### src/rtl/sha256_compress.sv
// rtl/sha256_compress.sv - SHA-256 compression core, one round per clock
// Chaining value H is kept across blocks unless the block Index restarts the message.
module sha256_compress #(
  parameter int NI = 64
) (
  input  logic           clk,
  input  logic           rst,
  input  logic [511:0]   Data,
  input  logic [NI-1:0]  Index,
  input  logic           Valid,
  output logic           Busy,
  output logic [255:0]   Hash,
  output logic           Hash_Valid
);

  typedef enum logic [1:0] {IDLE, ROUND, UPDATE, DONE} state_t;

  localparam logic [31:0] IV [8] = '{
    32'h6a09e667, 32'hbb67ae85, 32'h3c6ef372, 32'ha54ff53a,
    32'h510e527f, 32'h9b05688c, 32'h1f83d9ab, 32'h5be0cd19};

  localparam logic [31:0] K [64] = '{
    32'h428a2f98, 32'h71374491, 32'hb5c0fbcf, 32'he9b5dba5, 32'h3956c25b, 32'h59f111f1, 32'h923f82a4, 32'hab1c5ed5,
    32'hd807aa98, 32'h12835b01, 32'h243185be, 32'h550c7dc3, 32'h72be5d74, 32'h80deb1fe, 32'h9bdc06a7, 32'hc19bf174,
    32'he49b69c1, 32'hefbe4786, 32'h0fc19dc6, 32'h240ca1cc, 32'h2de92c6f, 32'h4a7484aa, 32'h5cb0a9dc, 32'h76f988da,
    32'h983e5152, 32'ha831c66d, 32'hb00327c8, 32'hbf597fc7, 32'hc6e00bf3, 32'hd5a79147, 32'h06ca6351, 32'h14292967,
    32'h27b70a85, 32'h2e1b2138, 32'h4d2c6dfc, 32'h53380d13, 32'h650a7354, 32'h766a0abb, 32'h81c2c92e, 32'h92722c85,
    32'ha2bfe8a1, 32'ha81a664b, 32'hc24b8b70, 32'hc76c51a3, 32'hd192e819, 32'hd6990624, 32'hf40e3585, 32'h106aa070,
    32'h19a4c116, 32'h1e376c08, 32'h2748774c, 32'h34b0bcb5, 32'h391c0cb3, 32'h4ed8aa4a, 32'h5b9cca4f, 32'h682e6ff3,
    32'h748f82ee, 32'h78a5636f, 32'h84c87814, 32'h8cc70208, 32'h90befffa, 32'ha4506ceb, 32'hbef9a3f7, 32'hc67178f2};

  function automatic logic [31:0] bsig0(input logic [31:0] x);
    return {x[1:0], x[31:2]} ^ {x[12:0], x[31:13]} ^ {x[21:0], x[31:22]};
  endfunction

  function automatic logic [31:0] bsig1(input logic [31:0] x);
    return {x[5:0], x[31:6]} ^ {x[10:0], x[31:11]} ^ {x[24:0], x[31:25]};
  endfunction

  function automatic logic [31:0] ssig0(input logic [31:0] x);
    return {x[6:0], x[31:7]} ^ {x[17:0], x[31:18]} ^ {3'b000, x[31:3]};
  endfunction

  function automatic logic [31:0] ssig1(input logic [31:0] x);
    return {x[16:0], x[31:17]} ^ {x[18:0], x[31:19]} ^ {10'b0, x[31:10]};
  endfunction

  state_t      state;
  logic [5:0]  t;
  logic [31:0] h_reg [8];
  logic [31:0] v [8];   // working variables a..h
  logic [31:0] w [16];  // w[0] is W_t
  logic [31:0] t1, t2, w_next;

  always_comb begin
    t1     = v[7] + bsig1(v[4]) + ((v[4] & v[5]) ^ (~v[4] & v[6])) + K[t] + w[0];
    t2     = bsig0(v[0]) + ((v[0] & v[1]) ^ (v[0] & v[2]) ^ (v[1] & v[2]));
    w_next = ssig1(w[14]) + w[9] + ssig0(w[1]) + w[0];
  end

  assign Busy = (state != IDLE);
  assign Hash = {h_reg[0], h_reg[1], h_reg[2], h_reg[3], h_reg[4], h_reg[5], h_reg[6], h_reg[7]};

  always_ff @(posedge clk) begin
    if (!rst) begin
      state      <= IDLE;
      t          <= '0;
      Hash_Valid <= 1'b0;
      for (int i = 0; i < 8; i++) begin
        h_reg[i] <= '0;
        v[i]     <= '0;
      end
      for (int i = 0; i < 16; i++) w[i] <= '0;
    end else begin
      Hash_Valid <= 1'b0;
      case (state)
        IDLE: if (Valid) begin
          state <= ROUND;
          t     <= '0;
          for (int i = 0; i < 16; i++)
            w[i] <= {Data[i*32+:8], Data[i*32+8+:8], Data[i*32+16+:8], Data[i*32+24+:8]};
          for (int i = 0; i < 8; i++) begin
            if (Index == '0) begin
              h_reg[i] <= IV[i];
              v[i]     <= IV[i];
            end else begin
              v[i]     <= h_reg[i];
            end
          end
        end
        ROUND: begin
          v[7] <= v[6];
          v[6] <= v[5];
          v[5] <= v[4];
          v[4] <= v[3] + t1;
          v[3] <= v[2];
          v[2] <= v[1];
          v[1] <= v[0];
          v[0] <= t1 + t2;
          for (int i = 0; i < 15; i++) w[i] <= w[i+1];
          w[15] <= w_next;
          t     <= t + 6'd1;
          if (t == 6'd63) state <= UPDATE;
        end
        UPDATE: begin
          for (int i = 0; i < 8; i++) h_reg[i] <= h_reg[i] + v[i];
          Hash_Valid <= 1'b1;
          state      <= DONE;
        end
        default: state <= IDLE;
      endcase
    end
  end

endmodule

### config.mk
export PLATFORM = sky130hd
export DESIGN_NAME = sha256_compress
export DESIGN_NICKNAME = d
export VERILOG_FILES = /design/src/rtl/sha256_compress.sv
export SDC_FILE = /design/constraint.sdc
export NUM_CORES = 2
export LEC_CHECK = 0
export CAP_MARGIN = 20
export CORE_ASPECT_RATIO = 2
export CORE_MARGIN = 2
export CORE_UTILIZATION = 58
export CTS_BUF_LIST = sky130_fd_sc_hd__clkbuf_16
export DETAILED_ROUTE_END_ITERATION = 10
export PLACE_DENSITY = 0.84
export SLEW_MARGIN = 20
export SYNTH_ARGS = -nofsm -noshare
export SYNTH_HDL_FRONTEND = slang
export SYNTH_SLANG_ARGS = --single-unit
### constraint.sdc
create_clock -name clk -period 13.9 [get_ports clk]
set_input_delay 1.39 -clock clk [delete_from_list [all_inputs] [get_ports clk]]
set_output_delay 1.39 -clock clk [all_outputs]
set_load 0.05 [all_outputs]
==> flow_metrics.py, run 1 <==
metrics = {
    "global_route": {
        "grt_first_pass_wirelength_mm": 537,
        "grt_util_all_layers_pct": 61.9,
        "grt_max_degree": 193,
        "grt_overflow": 8,
        "grt_pass1_vias": 70500,
    },
    "clock_network": {
        "cts_hold_buf": 0,
        "cts_buffers": 94,
        "clkSinkCount": 1033,
        "h-tree-depth": 3,
        "cts_resized": 0,
        "cts_root_buf": "clkbuf_16",
        "cts_setup_buffers": 0,
        "clockBufferDepth": 3,
    },
    "logic_synthesis": {
        "ys_ff_latch": 1033,
        "synth_nets": 8266,
        "synth_edf_count": 928,
        "yosys_warnings": 0,
        "async_flop_share_pct": 0,
        "synth_area_per_cell_sq_um": 9.88,
        "synth_flop_cell": "edfxtp_1",
        "ys_types": 96,
        "yosysSeqAreaShare_pct": 42.7,
        "syn_area_sq_mm": 0.0701,
        "synthCells": 7096,
    },
    "die": {
        "ioPinCount": 837,
        "die_y_um": 496,
        "rows": 180,
        "start_util_pct": 58.4,
        "fp.dieW_um": 250,
    },
    "placement": {
        "io_buffers": 836,
        "dpl.hpwl_mm": 270,
        "gp_congestion": 1.09,
    },
    "outcome": {
        "haltStage": "global routing",
        "status": "did not finish",
        "tool.error": "[ERROR GRT-0116] Global routing finished with congestion. Check the congestion regions in the DRC Viewer.",
    },
}
-- Yosys cell counts, types with 29 or more instances --
cell type	count	area share, %
nand4_1	32	0.29
a31oi_1	75	0.67
o31ai_1	29	0.31
edfxtp_1	928	40
xnor2_1	367	4.6
xor2_1	192	2.4
nor4_1	29	0.26
nand3_1	82	0.59
clkbuf_1	365	2.0
nand2_1	837	4.5
inv_1	321	1.7
or3_1	29	0.26
a22o_1	173	2.2
o21a_1	57	0.61
mux2i_1	215	3.1
o21ai_0	449	3.2
nor3_1	118	0.84
nor2_1	587	3.1
nand2b_1	59	0.53
ha_1	396	7.1
a21oi_1	678	4.8
a211oi_1	61	0.65
dfxtp_1	105	3.0
o21bai_1	57	0.61
and3_1	47	0.42
o211ai_1	29	0.31
buf_1	42	0.22
nor2b_1	39	0.35
a21o_1	180	1.9
fa_1	195	5.6
-- through the flow --
stage / cell area (sq um) / cells / setup WS (ps)
global placement: 79800 / 9159 / 2770
floorplan: 70100 / 7096 / 4890
detailed placement: 79800 / 9160 / 2740
CTS: 83100 / 9336 / 2660
-- layer usage --
metal  global-route usage, %  overflow
met5                    1.35         0
met4                    76.7         3
met3                    32.1         0
met1                    55.3         0
met2                    91.6         5
-- cells by family after synthesis --
| family | synth area share, % |
|---|---|
| DFF | 42.7 |
| buffers and inverters | 3.93 |
| and+or+nand+nor | 11.9 |
| xor gates and xnor gates | 6.98 |
| muxes | 3.73 |
| AOI/OAI and AO/OA | 18.1 |
| adders and majority gates | 12.7 |
==> run 2, diff against run 1 <==
--- a/config.mk
+++ b/config.mk
@@ -6,12 +6,10 @@
 export NUM_CORES = 2
 export LEC_CHECK = 0
 export CAP_MARGIN = 20
-export CORE_ASPECT_RATIO = 2
 export CORE_MARGIN = 2
-export CORE_UTILIZATION = 58
-export CTS_BUF_LIST = sky130_fd_sc_hd__clkbuf_16
+export CORE_UTILIZATION = 40
 export DETAILED_ROUTE_END_ITERATION = 10
-export PLACE_DENSITY = 0.84
+export PLACE_DENSITY_LB_ADDON = 0.15
 export SLEW_MARGIN = 20
 export SYNTH_ARGS = -nofsm -noshare
 export SYNTH_HDL_FRONTEND = slang
==> run 2 against run 1 <==
Effect of this change: the run now ends clean; area after synthesis unchanged; synthesized cell count unchanged.
==> flow_metrics.py, run 2 <==
metrics = {
    "global_route": {
        "grt_first_pass_wirelength_mm": 429,
        "grt_util_all_layers_pct": 33.6,
        "grt_overflow": 0,
        "grt_pass1_vias": 56300,
        "antenna_found_initial": 57,
        "grt_max_degree": 185,
    },
    "sta": {
        "slew_headroom_pct": 18.1,
        "tightest_slew_ps": 1220,
        "finalSetupTns_ps": 0,
        "fmax_ghz": 0.0963,
        "setup_viol": 0,
        "hold_viol": 0,
        "fin_crit_sh_pct": 74.7,
        "period_needed_ps": 10390,
        "finClkSkew_ps": 38.5,
        "rsz0062_at_grt": "no",
        "hold_ws_ps": 510,
        "slew_violations": 0,
    },
    "logic_synthesis": {
        "synth_nets": 8266,
        "synthTopCellsByArea": "edfxtp_1, ha_1, fa_1",
        "synth_commonest_cells": "edfxtp_1, nand2_1, a21oi_1",
        "synth_flop_cell": "edfxtp_1",
        "ys_types": 96,
        "yosysSeqAreaShare_pct": 42.7,
        "syn_area_sq_mm": 0.0701,
        "async_flop_share_pct": 0,
        "ys_ff_latch": 1033,
        "synth_area_per_cell_sq_um": 9.88,
        "synth_top_area_share_pct": 39.7,
        "synthCells": 7096,
        "yosysTopAreaCell": "edfxtp_1",
        "synth_edf_count": 928,
        "yosys_warnings": 0,
        "synth_most_common_cell": "edfxtp_1",
    },
    "die": {
        "ioPinCount": 837,
        "die_y_um": 423,
        "core_area_sq_mm": 0.174,
        "fp.dieW_um": 423,
        "dieArea_sq_mm": 0.179,
        "rows": 153,
        "start_util_pct": 40.3,
    },
    "setup_path": {
        "critPathKind": "flop to flop",
        "crit_required_ps": 14490,
        "slowest_delay_ps": 840,
        "start_kind": "flop",
        "cp_slowest_cell": "dfxtp_1",
        "endpoint_kind": "flop",
        "path_max_fanout": 16,
        "crit_arrival_ps": 10970,
    },
    "run": {
        "drv_cap": 0,
    },
    "detailed_routing": {
        "wire_per_inst_um": 30.5,
        "antenna_left": 0,
        "wl_mm": 310,
        "vias_per_cell": 5.91,
        "vias": 60200,
        "drt_pass1_iterations": 6,
        "drc": 0,
        "drt_iter0_drc": 7442,
    },
    "clock_network": {
        "clk_latency_ps": 830,
        "cts_root_buf": "clkbuf_16",
        "clockBufferDepth": 3,
        "path_clk_slew_ps": 60,
        "cts_resized": 0,
        "h-tree-depth": 4,
        "cts_hold_buf": 0,
        "cts_setup_buffers": 0,
        "cts_buffers": 130,
        "clkSinkCount": 1033,
        "cts_tree": "built",
    },
    "placement": {
        "dpl.hpwl_mm": 240,
        "gp_congestion": 0.997,
        "io_buffers": 836,
    },
    "cells_and_area": {
        "nets": 8912,
        "largest_register_ffs": 512,
        "final_cell_mix": "edfxtp_1, clkdlybuf4s50_1, nand2_1",
        "mostFrequentLayoutCell": "edfxtp_1",
        "drive_above_1_share_pct": 4.79,
        "area_delta_synth_final_pct": 21.0,
    },
    "outcome": {
        "status": "finished clean",
    },
    "min_path": {
        "hold_path.class": "flop to flop",
    },
}
-- run 2: cell counts after synthesis --
No cell type changed its count.
-- run 2: layout make-up --
type,count,area [sq um]
diodes,19,47.5
clock buffers,172,3450
clock inverters,63,604
fillers,16300,89200
inverters,325,1230
multi-input cells,5330,37600
flip-flops and latches,1033,30000
well taps,2325,2910
repair buffers,922,9030
-- run 2: critical path, delay by kind of cell (launching register included) --
| family | cells | cell delay (ps) |
|---|---|---|
| xor+xnor | 2 | 350 |
| fa+ha+maj | 7 | 2910 |
| simple gates | 6 | 1360 |
| buf+inv | 6 | 740 |
| flops | 1 | 840 |
| compound gates | 18 | 3940 |
-- run 2: kinds of logic after synthesis --
group / after synthesis / share of synthesized area, %
AOI/OAI and AO/OA: 2003 / 18.1
xor gates and xnor gates: 559 / 6.98
adders and majority gates: 593 / 12.7
buffers and inverters: 733 / 3.93
DFF: 1033 / 42.7
muxes: 247 / 3.73
and+or+nand+nor: 1928 / 11.9
-- run 2: layer usage --
metal	up-vias	track usage, %	part of all wire (%)
met2	2852	51.3	45
met3	503	7.43	8.8
met4	44	11.7	3.8
li1	26900	-	-
met5	-	0	0.092
met1	29800	46.8	43
-- run 2: through the flow --
stage / util (%) / instance area (sq um) / std cells / setup WS, ps
after detailed placement: 46.4 / 80700 / 9935 / 3660
final: 48.7 / 84800 / 10200 / 3510
after floorplan: - / 70100 / 7096 / 4890
after global routing: 48.7 / 84800 / 10200 / 2950
after global placement: 46.4 / 80700 / 9935 / 3630
after CTS: 48.7 / 84800 / 10200 / 3680
-- run 2: worst paths after layout --
| path | depth (start not counted) | slack (ps) | endpoint | from |
|---|---|---|---|---|
| worst max-delay path | 39 | 3510 | v[0][31] | t[0] |
| worst min-delay path | 2 | 510 | v[0][228] | v[0][228] |
| worst max register to register | 39 | 3510 | v[0][31] | t[0] |
| worst min register to register | 2 | 510 | v[0][228] | v[0][228] |
Power of run 2 is left out: the tool's default activity adds up to more than one toggle a clock period on the data nets, which glitch-free logic cannot reach.
